File: src/rtl/cic_decim_rt.sv
// N-stage Hogenauer CIC decimator with runtime decimation ratio, output shift and valid strobe.
// Define CIC_ROUND_SAT_EN for round-half-up plus saturation (adds one output register).
module cic_decim_rt #(
  parameter int unsigned IN_W       = 8,
  parameter int unsigned OUT_W      = 8,
  parameter int unsigned STAGES     = 3,
  parameter int unsigned DIFF_DELAY = 1,
  parameter int unsigned RATIO_W    = 16,
  parameter int unsigned ACC_W      = IN_W + STAGES * (RATIO_W + DIFF_DELAY - 1)
) (
  input  logic                        clk,
  input  logic                        rst_n,
  input  logic        [RATIO_W-1:0]   decimation_ratio,
  input  logic        [5:0]           out_shift,
  input  logic                        in_valid,
  input  logic signed [IN_W-1:0]      d_in,
  output logic signed [OUT_W-1:0]     d_out,
  output logic                        out_valid,
  output logic                        d_clk
);

  // Pipeline slots: [0] snapshot, [1] comb input, [2..STAGES+1] comb outputs
  localparam int unsigned PIPE_N = STAGES + 2;
  localparam int unsigned LAST   = PIPE_N - 1;

  logic signed [ACC_W-1:0]   integ_q [STAGES];
  logic signed [ACC_W-1:0]   integ_d [STAGES];
  logic        [RATIO_W-1:0] cnt_q, cnt_d;
  logic        [RATIO_W-1:0] ratio_q, ratio_d;
  logic signed [ACC_W-1:0]   pipe_q [PIPE_N];
  logic signed [ACC_W-1:0]   pipe_d [PIPE_N];
  logic        [PIPE_N-1:0]  vld_q, vld_d;
  logic signed [ACC_W-1:0]   dly_q [STAGES][DIFF_DELAY];
  logic signed [ACC_W-1:0]   dly_d [STAGES][DIFF_DELAY];
  logic signed [OUT_W-1:0]   d_out_q, d_out_d;
  logic                      out_valid_q, out_valid_d;
  logic                      d_clk_q, d_clk_d;
  logic        [RATIO_W-1:0] ratio_in_c;
  logic                      dec_ev_c;

  assign ratio_in_c = (decimation_ratio == '0) ? RATIO_W'(1) : decimation_ratio;
  assign dec_ev_c   = in_valid && (cnt_q == ratio_q - RATIO_W'(1));

  // Integrators advance only on accepted samples; wrap at ACC_W is intended
  always_comb begin : integ_next
    for (int k = 0; k < STAGES; k++) integ_d[k] = integ_q[k];
    if (in_valid) begin
      integ_d[0] = integ_q[0] + ACC_W'(d_in);
      for (int k = 1; k < STAGES; k++) integ_d[k] = integ_q[k] + integ_q[k-1];
    end
  end

  // Ratio reloads only at an output boundary, so periods are never cut short
  always_comb begin : count_next
    cnt_d   = cnt_q;
    ratio_d = ratio_q;
    if (in_valid) begin
      if (dec_ev_c) begin
        cnt_d   = '0;
        ratio_d = ratio_in_c;
      end else begin
        cnt_d = cnt_q + RATIO_W'(1);
      end
    end
  end

  // Comb chain: each stage and its delay line advance only with its valid token
  always_comb begin : comb_next
    vld_d = {vld_q[PIPE_N-2:0], dec_ev_c};
    for (int i = 0; i < PIPE_N; i++) pipe_d[i] = pipe_q[i];
    for (int k = 0; k < STAGES; k++)
      for (int j = 0; j < DIFF_DELAY; j++) dly_d[k][j] = dly_q[k][j];
    if (dec_ev_c) pipe_d[0] = integ_q[STAGES-1];
    if (vld_q[0]) pipe_d[1] = pipe_q[0];
    for (int k = 0; k < STAGES; k++) begin
      if (vld_q[k+1]) begin
        pipe_d[k+2] = pipe_q[k+1] - dly_q[k][DIFF_DELAY-1];
        dly_d[k][0] = pipe_q[k+1];
        for (int j = 1; j < DIFF_DELAY; j++) dly_d[k][j] = dly_q[k][j-1];
      end
    end
  end

`ifdef CIC_ROUND_SAT_EN
  localparam int unsigned EXT_W = ACC_W + 1;
  localparam logic signed [EXT_W-1:0] SAT_MAX = {{(EXT_W-OUT_W+1){1'b0}}, {(OUT_W-1){1'b1}}};
  localparam logic signed [EXT_W-1:0] SAT_MIN = {{(EXT_W-OUT_W+1){1'b1}}, {(OUT_W-1){1'b0}}};

  logic signed [EXT_W-1:0] rnd_q, rnd_d, bias_c;
  logic                    rvld_q, rvld_d;

  // Round half-up in an extra bit, then clamp to the output range one clock later
  always_comb begin : out_next
    bias_c = '0;
    if (out_shift != 6'd0) bias_c = EXT_W'(1) << (out_shift - 6'd1);
    rnd_d       = rnd_q;
    rvld_d      = vld_q[LAST];
    d_out_d     = d_out_q;
    out_valid_d = rvld_q;
    d_clk_d     = out_valid_q;
    if (vld_q[LAST]) rnd_d = (EXT_W'(pipe_q[LAST]) + bias_c) >>> out_shift;
    if (rvld_q) begin
      if (rnd_q > SAT_MAX)      d_out_d = SAT_MAX[OUT_W-1:0];
      else if (rnd_q < SAT_MIN) d_out_d = SAT_MIN[OUT_W-1:0];
      else                      d_out_d = OUT_W'(rnd_q);
    end
  end

  always_ff @(posedge clk) begin : round_reg
    if (!rst_n) begin
      rnd_q  <= '0;
      rvld_q <= 1'b0;
    end else begin
      rnd_q  <= rnd_d;
      rvld_q <= rvld_d;
    end
  end
`else
  logic signed [ACC_W-1:0] shifted_c;

  // Arithmetic shift then plain truncation (wraps on overflow)
  always_comb begin : out_next
    shifted_c   = pipe_q[LAST] >>> out_shift;
    d_out_d     = d_out_q;
    out_valid_d = vld_q[LAST];
    d_clk_d     = out_valid_q;
    if (vld_q[LAST]) d_out_d = OUT_W'(shifted_c);
  end
`endif

  always_ff @(posedge clk) begin : state_reg
    if (!rst_n) begin
      for (int k = 0; k < STAGES; k++) begin
        integ_q[k] <= '0;
        for (int j = 0; j < DIFF_DELAY; j++) dly_q[k][j] <= '0;
      end
      for (int i = 0; i < PIPE_N; i++) pipe_q[i] <= '0;
      vld_q       <= '0;
      cnt_q       <= '0;
      ratio_q     <= ratio_in_c;
      d_out_q     <= '0;
      out_valid_q <= 1'b0;
      d_clk_q     <= 1'b0;
    end else begin
      for (int k = 0; k < STAGES; k++) begin
        integ_q[k] <= integ_d[k];
        for (int j = 0; j < DIFF_DELAY; j++) dly_q[k][j] <= dly_d[k][j];
      end
      for (int i = 0; i < PIPE_N; i++) pipe_q[i] <= pipe_d[i];
      vld_q       <= vld_d;
      cnt_q       <= cnt_d;
      ratio_q     <= ratio_d;
      d_out_q     <= d_out_d;
      out_valid_q <= out_valid_d;
      d_clk_q     <= d_clk_d;
    end
  end

  assign d_out     = d_out_q;
  assign out_valid = out_valid_q;
  assign d_clk     = d_clk_q;

endmodule

File: config.mk
export PLATFORM = sky130hd
export DESIGN_NAME = cic_decim_rt
export DESIGN_NICKNAME = d
export VERILOG_FILES = /design/src/rtl/cic_decim_rt.sv
export SDC_FILE = /design/constraint.sdc
export NUM_CORES = 2
export LEC_CHECK = 0
export CAP_MARGIN = 20
export CORE_MARGIN = 10
export CORE_UTILIZATION = 39
export DETAILED_ROUTE_END_ITERATION = 12
export PLACE_DENSITY = 0.58
export SLEW_MARGIN = 0
export SYNTH_ARGS = -nofsm -noshare
export SYNTH_HDL_FRONTEND = slang
export SYNTH_SLANG_ARGS = --single-unit
File: constraint.sdc
create_clock -name clk -period 7.7 [get_ports clk]
set_clock_uncertainty 0.2 [all_clocks]
set_input_delay 0.77 -clock clk [delete_from_list [all_inputs] [get_ports clk]]
set_output_delay 0.77 -clock clk [all_outputs]
set_load 0.03 [all_outputs]
==> run summary <==
CTS Root Cell -> clkbuf_16
FF-to-FF path depth -> 14
wire per inst -> 14.81 µm
VDD IR max -> 0.0001351 V
clock slew at reported path FFs -> 0.05 ns
Least-Margin Pin Slew -> 0.9466 ns
Hold Violations, Final -> 0
area share of the largest cell type after synthesis -> 0.2857
Min-Delay Path Class -> flip-flop to flip-flop
WP depth -> 14
final instance area -> 49190 µm²
final hold slack -> 0.2470 ns
CTS Buffer Depth -> 3
synthesized flop and latch total -> 663
synth top area cells -> dfxtp_1 (29%), mux2i_1 (10%), ha_1 (9.2%), nor2b_1 (6.6%), a21oi_1 (4.2%)
Slew HR -> 0.3689
Combinational Power Share -> 0.177
Worst setup EP type -> flip-flop
setup_tns -> 0 ns
period utilization -> 0.5491
Post-Syn Area per Cell -> 8.361 µm²
Primary FF master, synth -> dfxtp_1
Top delay family on crit path -> simple AND/OR/NAND/NOR gates
Bufs and invs on worst path -> 3
PD cells -> 181.7 nW/µm²
Routed Antenna Nets -> 0
vias in the first global route -> 33886
total CTS buffers -> 76
Critical-path top delay cell -> or4_2
H-tree depth -> 3
Filler Cell Count -> 11711
die width -> 360.9 µm
synthesis-to-finish area growth -> 8.514%
layout cells sized above 1 -> 0.04317
drt pass-1 iters -> 5
post-synth net total -> 5793
initial antenna violation count -> 1
Post-CTS Setup Bufs -> 0
CP dominant cell by count -> nand2_1
Crit Path Category -> flip-flop to flip-flop
Worst Path Required -> 7.84 ns
setup violators final -> 0
Sw Ratio -> 0.2798
die area -> 130300 µm²
sequential-to-total area share from yosys stat -> 0.2963
# diodes -> 0
Synth Cell Area -> 45330 µm²
min cycle time layout -> 4.228 ns
TritonCTS clock tree -> yes
Hold-fix buffers, CTS -> 0
CP max FO -> 58
pre-CTS WS -> 2.804 ns
Worst EP arrival -> 4.37 ns
Max Freq -> 0.2365 GHz
Initial DRC Count -> 1752
post-layout util -> 0.4251
Int Pwr -> 6.437 mW
vias per inst -> 5.183
startpoint type of the worst setup path -> flip-flop
routed vias -> 35398
Cell variety after synth -> 98
Top Ports -> 43
DP Cell Count -> 6695
Tot Pwr -> 8.938 mW
post-route insts no fill -> 6829
dpl hpwl -> 75.64 mm
DP Area -> 46690 µm²
Post-synth EDFFs -> 16
clock insertion delay at the later pin of the skew report -> 0.64 ns
async set-or-reset flop fraction in the synthesized netlist -> 0
CP Cell Sequence -> inv_1 -> ha_1 -> nor2b_1 -> nand2_1 -> nor4_2 -> nand2_1 -> mux2i_1 -> nand2_1 -> o21ai_0 -> a32oi_1 -> or4_2 -> buf_4 -> nand2_1 -> buf_16
core area -> 115700 µm²
Sink Count -> 663
largest net degree at the start of global routing -> 153
IO Port Bufs -> 42
leading area contributor after synthesis -> dfxtp_1
post-CTS resize count -> 0
Flop pwr share -> 0.417
status -> finished clean
Psw -> 2.501 mW
Min-Delay Path Depth -> 2
count of pins over their slew limit -> 0
CP max stage delay -> 0.68 ns
GRT overflow -> 0
nets@finish -> 5620
Leak -> 19.92 nW
row count -> 125
final setup margin -> 3.472 ns
Total GRT Usage -> 0.1502
DRC -> 0
Mapped Cells -> 5422
Starting Density -> 0.3917
RePlAce Congestion -> 0.8559
total of max-cap violations -> 0
yosys warns -> 0
final WL -> 101.1 mm
RSZ-0062 raised after global routing -> false
clock network fraction of total power -> 0.406
first-pass GRT wire length -> 170.7 mm
Die Y -> 360.9 µm
## placed cells by master, fill, tap and decap left out, types with 104 or more instances in the layout
cell / instances
dfxtp_1: 643
nor2b_1: 480
nand2_1: 478
mux2i_1: 463
a21oi_1: 383
ha_1: 332
inv_1: 258
nor2_1: 247
o21ai_0: 222
a21o_1: 205
xnor2_1: 195
xor2_1: 124
nand3_1: 104
## per-layer routing
layer	vias to the layer above	GRT usage	share of wire	wire length (µm)
met5	-	0	0	0
met4	0	0.04036	0.024	2476
met3	146	0.01892	0.022	2224
met2	371	0.2436	0.44	44600
met1	16021	0.2082	0.51	51830
li1	18860	-	-	-
## state kept, by name, indices dropped and copies added, names as in the netlist, 5 cells and up
signal / count
pipe_q: 280
dly_q: 168
integ_q: 168
cnt_q: 16
ratio_q: 16
d_out: 8
vld_q: 5
## cells by family (layout without fill, tap and decap cells)
logic type,Yosys count,count (layout),share of synthesized area
buf+inv,579,462,0.04849
simple gates,1631,1631,0.1836
flops,663,663,0.2963
xor+xnor,319,319,0.06163
mux,497,497,0.1146
compound gates,1395,1395,0.2011
fa+ha+maj,338,338,0.09428
## worst reg2reg max path: cells and delay by family (launching register included)
| kind | cells | cell delay, ns |
|---|---|---|
| compound gates | 2 | 0.17 |
| simple gates | 7 | 2.21 |
| flops | 1 | 0.42 |
| mux | 1 | 0.13 |
| buf+inv | 3 | 0.64 |
| fa+ha+maj | 1 | 0.16 |
## cells in the mapped netlist (12+ instances only)
library cell  count
a211oi_1         41
nor4_1           13
o21ai_0         222
buf_1            39
or3_1            20
a221oi_1         14
nand3_1         104
a21oi_1         383
nor3_1           41
o31ai_1          22
nor2_1          247
clkbuf_1        259
nand3b_1         16
mux2_2           17
mux2i_1         463
nand2b_1         37
a31oi_1          51
o211a_1          26
a21boi_1         62
o21a_1           61
mux4_2           16
buf_2            20
o31a_1           12
and2_1           37
inv_1           258
edfxtp_1         16
o21bai_1         56
o211ai_1         34
nand2_1         478
dfxtp_1         647
xnor2_1         195
ha_1            332
a21boi_0         19
and3_1           36
nand4_1          75
nor2b_1         481
o21ai_1          60
xor2_1          124
a21o_1          205
## power groups by stage
stage	Clock [mW]	Sequential [mW]	Combinational, mW
after floorplan	0	3.74	1.29
after global placement	0	3.80	1.57
after detailed placement	0	3.80	1.57
after CTS	3.76	3.73	1.58
after global routing	3.88	3.75	1.76
final	3.63	3.73	1.58
## area by class of cell
| type | count | area [µm²] | share of cell area |
|---|---|---|---|
| clock inverters | 23 | 306.5 | 0.006231 |
| flip-flops and latches | 663 | 13450 | 0.2734 |
| well taps | 1524 | 1907 | 0.03876 |
| multi-input cells | 4180 | 29720 | 0.6041 |
| inverters | 261 | 979.7 | 0.01991 |
| clock buffers | 111 | 2196 | 0.04464 |
| repair buffers | 67 | 639.4 | 0.01300 |
## final timing paths
kind	from	slack, ns	end
min reg2reg	pipe_q[0][46]$_SDFFE_PN0N_	0.25	pipe_q[0][46]$_SDFFE_PN0N_
min	pipe_q[0][46]$_SDFFE_PN0N_	0.25	pipe_q[0][46]$_SDFFE_PN0N_
max	ratio_q[0]$_SDFFCE_PN1P_	3.47	ratio_q[1]$_SDFFCE_PN0P_
max reg2reg	ratio_q[0]$_SDFFCE_PN1P_	3.47	ratio_q[1]$_SDFFCE_PN0P_
Power figures use the tool's default switching activity.
